`src/rtl/lin_recur_gen.sv`:
```
`default_nettype none
// ============================================================================
// lin_recur_gen : linear-recurrence sequence generator with valid/ready output
// Rev 1.0
// ============================================================================
module lin_recur_gen #(
   parameter int WIDTH = 32,
   parameter int ORDER = 3
) (
   input  logic                   clk,
   input  logic                   reset,
   input  logic                   start_i,
   input  logic                   abort_i,
   input  logic [ORDER*WIDTH-1:0] seed_i,
   input  logic [ORDER-1:0]       tap_i,
   input  logic [15:0]            count_i,
   input  logic                   sat_mode_i,
   input  logic                   ready_i,
   output logic [WIDTH-1:0]       seq_o,
   output logic                   valid_o,
   output logic [15:0]            idx_o,
   output logic                   busy_o,
   output logic                   done_o,
   output logic                   ovf_o
);

   typedef enum logic [1:0] {
      IDLE = 2'd0,
      RUN  = 2'd1,
      DONE = 2'd2
   } state_t;

   state_t           state;
   state_t           state_nxt;
   logic [WIDTH-1:0] s [ORDER];
   logic [15:0]      terms_left;
   logic [ORDER-1:0] taps;
   logic             sat;
   logic [WIDTH+2:0] sum;
   logic             overflow;
   logic [WIDTH-1:0] next_term;
   logic             launch;
   logic             handshake;

   assign launch    = (state == IDLE) && start_i && !abort_i;
   assign handshake = (state == RUN) && ready_i;
   assign seq_o     = s[0];

   always_ff @(posedge clk or posedge reset) begin
      if (reset) begin
         state <= IDLE;
      end else begin
         state <= state_nxt;
      end
   end

   // An abort overrides the DONE transition, so an aborted run never pulses done_o.
   always_comb begin
      state_nxt = state;
      valid_o   = 1'b0;
      busy_o    = 1'b0;
      done_o    = 1'b0;
      case (state)
         IDLE: begin
            if (start_i && !abort_i) begin
               state_nxt = (count_i == 16'd0) ? DONE : RUN;
            end
         end
         RUN: begin
            valid_o = 1'b1;
            busy_o  = 1'b1;
            if (abort_i) begin
               state_nxt = IDLE;
            end else if (ready_i && (terms_left == 16'd1)) begin
               state_nxt = DONE;
            end
         end
         DONE: begin
            busy_o    = 1'b1;
            done_o    = 1'b1;
            state_nxt = IDLE;
         end
         default: begin
            state_nxt = IDLE;
         end
      endcase
   end

   // Three guard bits hold the sum of up to eight full-width terms exactly.
   always_comb begin
      sum = '0;
      for (int k = 0; k < ORDER; k++) begin
         if (taps[k]) begin
            sum = sum + {3'b000, s[k]};
         end
      end
   end

   assign overflow  = |sum[WIDTH+2:WIDTH];
   assign next_term = (overflow && sat) ? {WIDTH{1'b1}} : sum[WIDTH-1:0];

   always_ff @(posedge clk or posedge reset) begin
      if (reset) begin
         for (int k = 0; k < ORDER; k++) begin
            s[k] <= '0;
         end
         idx_o      <= '0;
         ovf_o      <= 1'b0;
         terms_left <= '0;
         taps       <= '0;
         sat        <= 1'b0;
      end else if (launch) begin
         for (int k = 0; k < ORDER; k++) begin
            s[k] <= seed_i[k*WIDTH +: WIDTH];
         end
         idx_o      <= '0;
         ovf_o      <= 1'b0;
         terms_left <= count_i;
         taps       <= tap_i;
         sat        <= sat_mode_i;
      end else if (handshake) begin
         for (int k = 0; k < ORDER - 1; k++) begin
            s[k] <= s[k+1];
         end
         s[ORDER-1] <= next_term;
         idx_o      <= idx_o + 16'd1;
         terms_left <= terms_left - 16'd1;
         if (overflow) begin
            ovf_o <= 1'b1;
         end
      end
   end

endmodule
`default_nettype wire

```
`config.mk`:
```
export PLATFORM = sky130hd
export DESIGN_NAME = lin_recur_gen
export DESIGN_NICKNAME = d
export VERILOG_FILES = /design/src/rtl/lin_recur_gen.sv
export SDC_FILE = /design/constraint.sdc
export NUM_CORES = 1
export LEC_CHECK = 0
export ABC_CLOCK_PERIOD_IN_PS = 17000
export CORE_UTILIZATION = 59
export CTS_CLUSTER_SIZE = 24
export DETAILED_ROUTE_END_ITERATION = 10
export PLACE_DENSITY_LB_ADDON = 0.25
export SYNTH_ARGS = -nofsm -noshare
export SYNTH_HDL_FRONTEND = slang
export SYNTH_SLANG_ARGS = --single-unit
```
`constraint.sdc`:
```
create_clock -name clk -period 17 [get_ports clk]
set_input_delay 2.55 -clock clk [delete_from_list [all_inputs] [get_ports clk]]
set_output_delay 2.55 -clock clk [all_outputs]
set_load 0.05 [all_outputs]
```
==> results.cfg, run 1 <==
[synthesis]
synth.top_cells.by_area = dfrtp_1 (31%), nand2_1 (8.5%), ha_1 (7.5%)
ys_types = 80
syn_area_um2 = 11000
avgSynthCellArea_um2 = 7.75
ys.flop_type = dfrtp_1
synth_seq_area_share_pct = 30.6
yosysTopAreaCellShare_pct = 30.6
yosys-top-cells-count = nand2_1 (251), nor2_1 (144), dfrtp_1 (135)
syn_nets = 1613
yosysMostFrequentCell = nand2_1
synth_seq_cells = 135
yosys.area.top_type = dfrtp_1
ys_warn_count = 0
synth-edff-count = 0
syn_inst = 1424
synthArstFlopShare_pct = 100

[clocking]
ctsHoldBuffers = 0
cts_tree = done
cts_setup_buffers = 0
htree_levels = 4
cts_root_buf = clkbuf_16
cts_buffers = 17
worstSkewPairLatency_ns = 0.44
cts_resized = 0
clkTransAtPathRegs_ns = 0.07
cts_max_path_buffers = 2
numClockSinks = 135

[timing]
worst_pin_slew_ns = 1.17
hold_viol = 0
clock.fmax_mhz = 142
grt_setup_unrepaired = no
whs_ns = 0.518
setup-tns-final_ns = 0
setup_violations = 0
slew_headroom_pct = 21.9
finalMaxSlewViolations = 0
period_needed_ns = 7.05
clock-skew-final_ns = 0.0156
fin_crit_sh_pct = 41.5

[critical_path]
endpoint_kind = register
crit_type = register to register
crit_chain = buf_4, and2_1, ha_1, and2_1, o21ai_2, or3_1, or3_1, and3_4, o31ai_1, xor2_1, a21o_1, ha_1, a211oi_1, o21ai_0, a221oi_2, o41ai_2, a211o_1, o211ai_1, and4bb_2, o31ai_4, nor2_2, a211oi_1
slowest_stage = o31ai_4
cp.required_ns = 17.35
start_kind = register
crit_fanout = 27
arrival_ns = 7.40
cp_slowest_stage_delay_ns = 0.92
r2r_slack_ns = 9.95

[detailed_routing]
drt_iter0_markers = 999
ant_nets = 0
vias = 10900
wl_per_cell_um = 18.8
drcViolationCount = 10
wirelength_mm = 32.9
dr.pass1.iters = 9
viasPerCell = 6.21

[run_status]
status = complete, but fails checks
violations = DRC

[placement]
place_congestion = 0.951
numPortBuffers = 172
hpwl_mm = 24.2

[global_routing]
grt_usage_pct = 34.8
grt_pass1_vias = 10400
overflow = 0
antenna_found_initial = 0
grt_first_pass_wirelength_mm = 53.3
grt_max_degree = 102

[floorplanning]
rows = 49
die_w_um = 139
io_pins = 173
die_area_um2 = 19200
start_util_pct = 60.8
die_h_um = 139
core-area_um2 = 18100

[flow_run]
max_cap_viol_count = 0

[cells_and_area]
area.growth.synth_to_final_pct = 18.8
drive_gt1_share_pct = 5.11
regArea_um2 = 3380
multi_input_area_um2 = 6940
nNetsFinal = 1701
antenna_cells = 0
n_fill_cell = 1501

[hold_path]
hold_class = register to register
[cell type report]
class                   instances  share of cell area (%)
repair buffers                179                    13.5
flip-flops and latches        135                    25.8
clock buffers                  18                    3.28
clock inverters                14                   0.983
multi-input cells            1136                    53.0
well taps                     229                    2.19
inverters                      43                    1.27
[worst max-delay path: cells and delay by family, from the launching register on]
family	cells	cell delay [ns]
adder cells (fa/ha/maj)	2	0.54
flip-flops	1	0.74
XOR/XNOR	1	0.25
AO/OA/AOI/OAI	11	3.08
AND/OR/NAND/NOR	7	1.95
buffers and inverters	1	0.38
[placed cells by master, fill, tap and decap left out, types with 13 or more instances in the layout]
cell             netlist  routed
nor3_1                19      19
clkdlybuf4s50_1        0     172
nand2b_1              13      13
a211oi_1              20      20
a21o_1                29      29
a21oi_1               77      77
clkbuf_16              0      17
nor2_1               144     144
o21ai_1               18      18
o22ai_1               14      14
o21ai_0               90      90
or3_1                 15      15
xor2_1                33      33
xnor2_1               52      52
nand3_1               20      20
a31oi_1               75      75
nand2_1              251     249
inv_1                 41      40
ha_1                  66      66
dfrtp_1              135     135
and2_1                29      27
[state kept, by name, summed over array words and instances, names as in the netlist]
signal,count
terms_left,16
taps,3
s,64
sat,1
state,2
idx_o,16
seq_o,32
ovf_o,1
[final timing paths]
check,start,end,depth (start not counted)
max in group asynchronous,reset,seq_o[7],3
min reg2reg,ovf_o,ovf_o,2
min,ovf_o,ovf_o,2
max reg2reg,taps[0],s[26],22
max,taps[0],s[26],22
min in group asynchronous,reset,terms_left[3],2
[logic make-up (layout without fill, tap and decap cells)]
| group | after synthesis | after routing | share of synthesized area (%) |
|---|---|---|---|
| buffers and inverters | 153 | 254 | 6.59 |
| adder cells (fa/ha/maj) | 72 | 72 | 8.21 |
| AO/OA/AOI/OAI | 412 | 412 | 24.0 |
| XOR/XNOR | 85 | 85 | 6.75 |
| flip-flops | 135 | 135 | 30.6 |
| multiplexers | 18 | 18 | 1.76 |
| AND/OR/NAND/NOR | 549 | 549 | 22.1 |
[stage by stage]
stage	utilization, %	instance area (um2)	worst slack [ns]	instances
after CTS	72.2	13100	10.05	1754
after global placement	69.1	12500	10.13	1722
after global routing	72.2	13100	9.43	1754
after detailed placement	69.1	12500	10.08	1722
final	72.2	13100	9.95	1754
after floorplan	-	11000	10.84	1424
[routing by layer]
| metal | track usage, % | vias to the layer above | share of wire (%) | wire length (um) |
|---|---|---|---|---|
| li1 | - | 5182 | - | - |
| met1 | 50.2 | 5164 | 46 | 15200 |
| met2 | 50.9 | 483 | 42 | 13900 |
| met3 | 8.67 | 62 | 9.4 | 3110 |
| met4 | 11.8 | 0 | 2.2 | 737 |
| met5 | 0 | - | 0 | 0 |
Power of run 1 is left out: the tool's default activity adds up to more than one toggle a clock period on the data nets, which glitch-free logic cannot reach.
==> inputs of run 2 (changes only) <==
- ABC_CLOCK_PERIOD_IN_PS: 17000 -> 6900
- CORE_UTILIZATION: 59 -> 56
- clock period: 17 -> 6.9 ns (I/O delays scaled with it)
==> results.cfg, run 2 (same netlist as run 1, synthesis figures left out) <==
[clocking]
numClockSinks = 135
worstSkewPairLatency_ns = 0.43
cts_buffers = 17
htree_levels = 4
ctsHoldBuffers = 0
clkTransAtPathRegs_ns = 0.07
cts_tree = done
cts_max_path_buffers = 2
cts_root_buf = clkbuf_16

[critical_path]
arrival_ns = 6.65
path_buf_inv = 3
crit_fanout = 25
cp.required_ns = 7.26
r2r_slack_ns = 0.61
r2r-end = s[0]
cp_slowest_stage_delay_ns = 0.59
r2r_cells = 24
slowest_stage = dfrtp_2
crit_type = register to register
worstReg2RegStart = taps[0]
crit_family = compound AO/OA/AOI/OAI gates
endpoint_kind = register
crit_chain = buf_4, nand2_1, inv_1, ha_1, nand2_1, or2_1, or3_1, or3_1, and3_4, o31ai_1, xor2_1, a21o_1, ha_1, a211oi_1, o21ai_0, a221oi_2, o41ai_2, a211o_1, o211ai_1, and4bb_2, o31ai_4, buf_4, o22ai_1, o21ai_1
start_kind = register

[cells_and_area]
area.growth.synth_to_final_pct = 19.6
top_register = s
antenna_cells = 0
drive_gt1_share_pct = 5.31
nNetsFinal = 1703
final_common_cell = nand2_1
largest_register_ffs = 64
layout_common_cells = nand2_1 (249), clkdlybuf4s50_1 (172), nor2_1 (144)

[floorplanning]
die_area_um2 = 20300
core-area_um2 = 19000
start_util_pct = 58.0
die_h_um = 142
io_pins = 173
rows = 50
die_w_um = 142

[detailed_routing]
dr.pass1.iters = 6
vias = 11000
wirelength_mm = 33.3
drt_iter0_markers = 1354
viasPerCell = 6.18
wl_per_cell_um = 18.6
ant_nets = 0
drcViolationCount = 0

[global_routing]
grt_max_degree = 114
overflow = 0
grt_busiest_layer = met1
antenna_found_initial = 0
grt_usage_pct = 33.7
use_met1_pct = 50.4
grt_first_pass_wirelength_mm = 53.1
grt_pass1_vias = 10000
grt.met2_usage_pct = 49.0
met3_usage_pct = 6.73

[timing]
worst_pin_slew_ns = 1.09
setup_violations = 0
hold_viol = 0
grt_setup_unrepaired = no
clock-skew-final_ns = 0.00876
setup-tns-final_ns = 0
slew_headroom_pct = 27.3
period_needed_ns = 6.29
clock.fmax_mhz = 159
fin_crit_sh_pct = 91.2
finalMaxSlewViolations = 0

[placement]
place_congestion = 1.03
numPortBuffers = 172
hpwl_mm = 24.2

[hold_path]
hold_class = register to register
min_path_cells = 2
min-delay-start = ovf_o
min_to = ovf_o

[run_status]
status = finished clean

[flow_run]
max_cap_viol_count = 0
## run 2: area by class of cell
cell class              count  area, um2
well taps                 260        325
inverters                  43        166
repair buffers            181       1790
flip-flops and latches    135       3380
fillers                  1626       5830
clock inverters            14        164
multi-input cells        1136       6940
clock buffers              17        425
## run 2: per-stage QoR
stage	area, um2	setup WS [ns]	utilization (%)	hold WS, ns	std cells
final	13200	0.608	69.4	0.510	1786
after global routing	13200	0.150	69.4	0.541	1786
after CTS	13200	0.422	69.3	0.517	1786
after detailed placement	12600	0.508	66.3	0.502	1755
after global placement	12600	0.726	66.3	0.489	1755
after floorplan	11000	1.16	-	0.494	1424
## run 2: how the worst max path moves through the flow
| stage | start | to | depth (start not counted) |
|---|---|---|---|
| 5_1_grt | taps[0] | s[0] | 24 |
| 4_1_cts | taps[0] | s[0] | 24 |
| 3_5_place_dp | taps[0] | s[0] | 24 |
| 2_1_floorplan | taps[0] | s[27] | 26 |
| 6_report | taps[0] | s[0] | 24 |
| 3_3_place_gp | taps[0] | s[0] | 23 |
## run 2: timing repair
action | CTS | global route
setup endpoints to repair | 0 | 22
setup buffers | 0 | 0
gates resized for setup | 0 | 1
## run 2: tightest hold or removal path: cells and delay by family (launching register included)
family / cells / cell delay [ns]
simple gates: 2 / 0.13
flops: 1 / 0.35
## run 2: metal layers
layer / vias to the layer above / wire (um)
met5: - / 0
met4: 0 / 557
met3: 62 / 3020
met2: 545 / 14200
met1: 5235 / 15500
li1: 5190 / -
Power of run 2 is left out for the same reason.
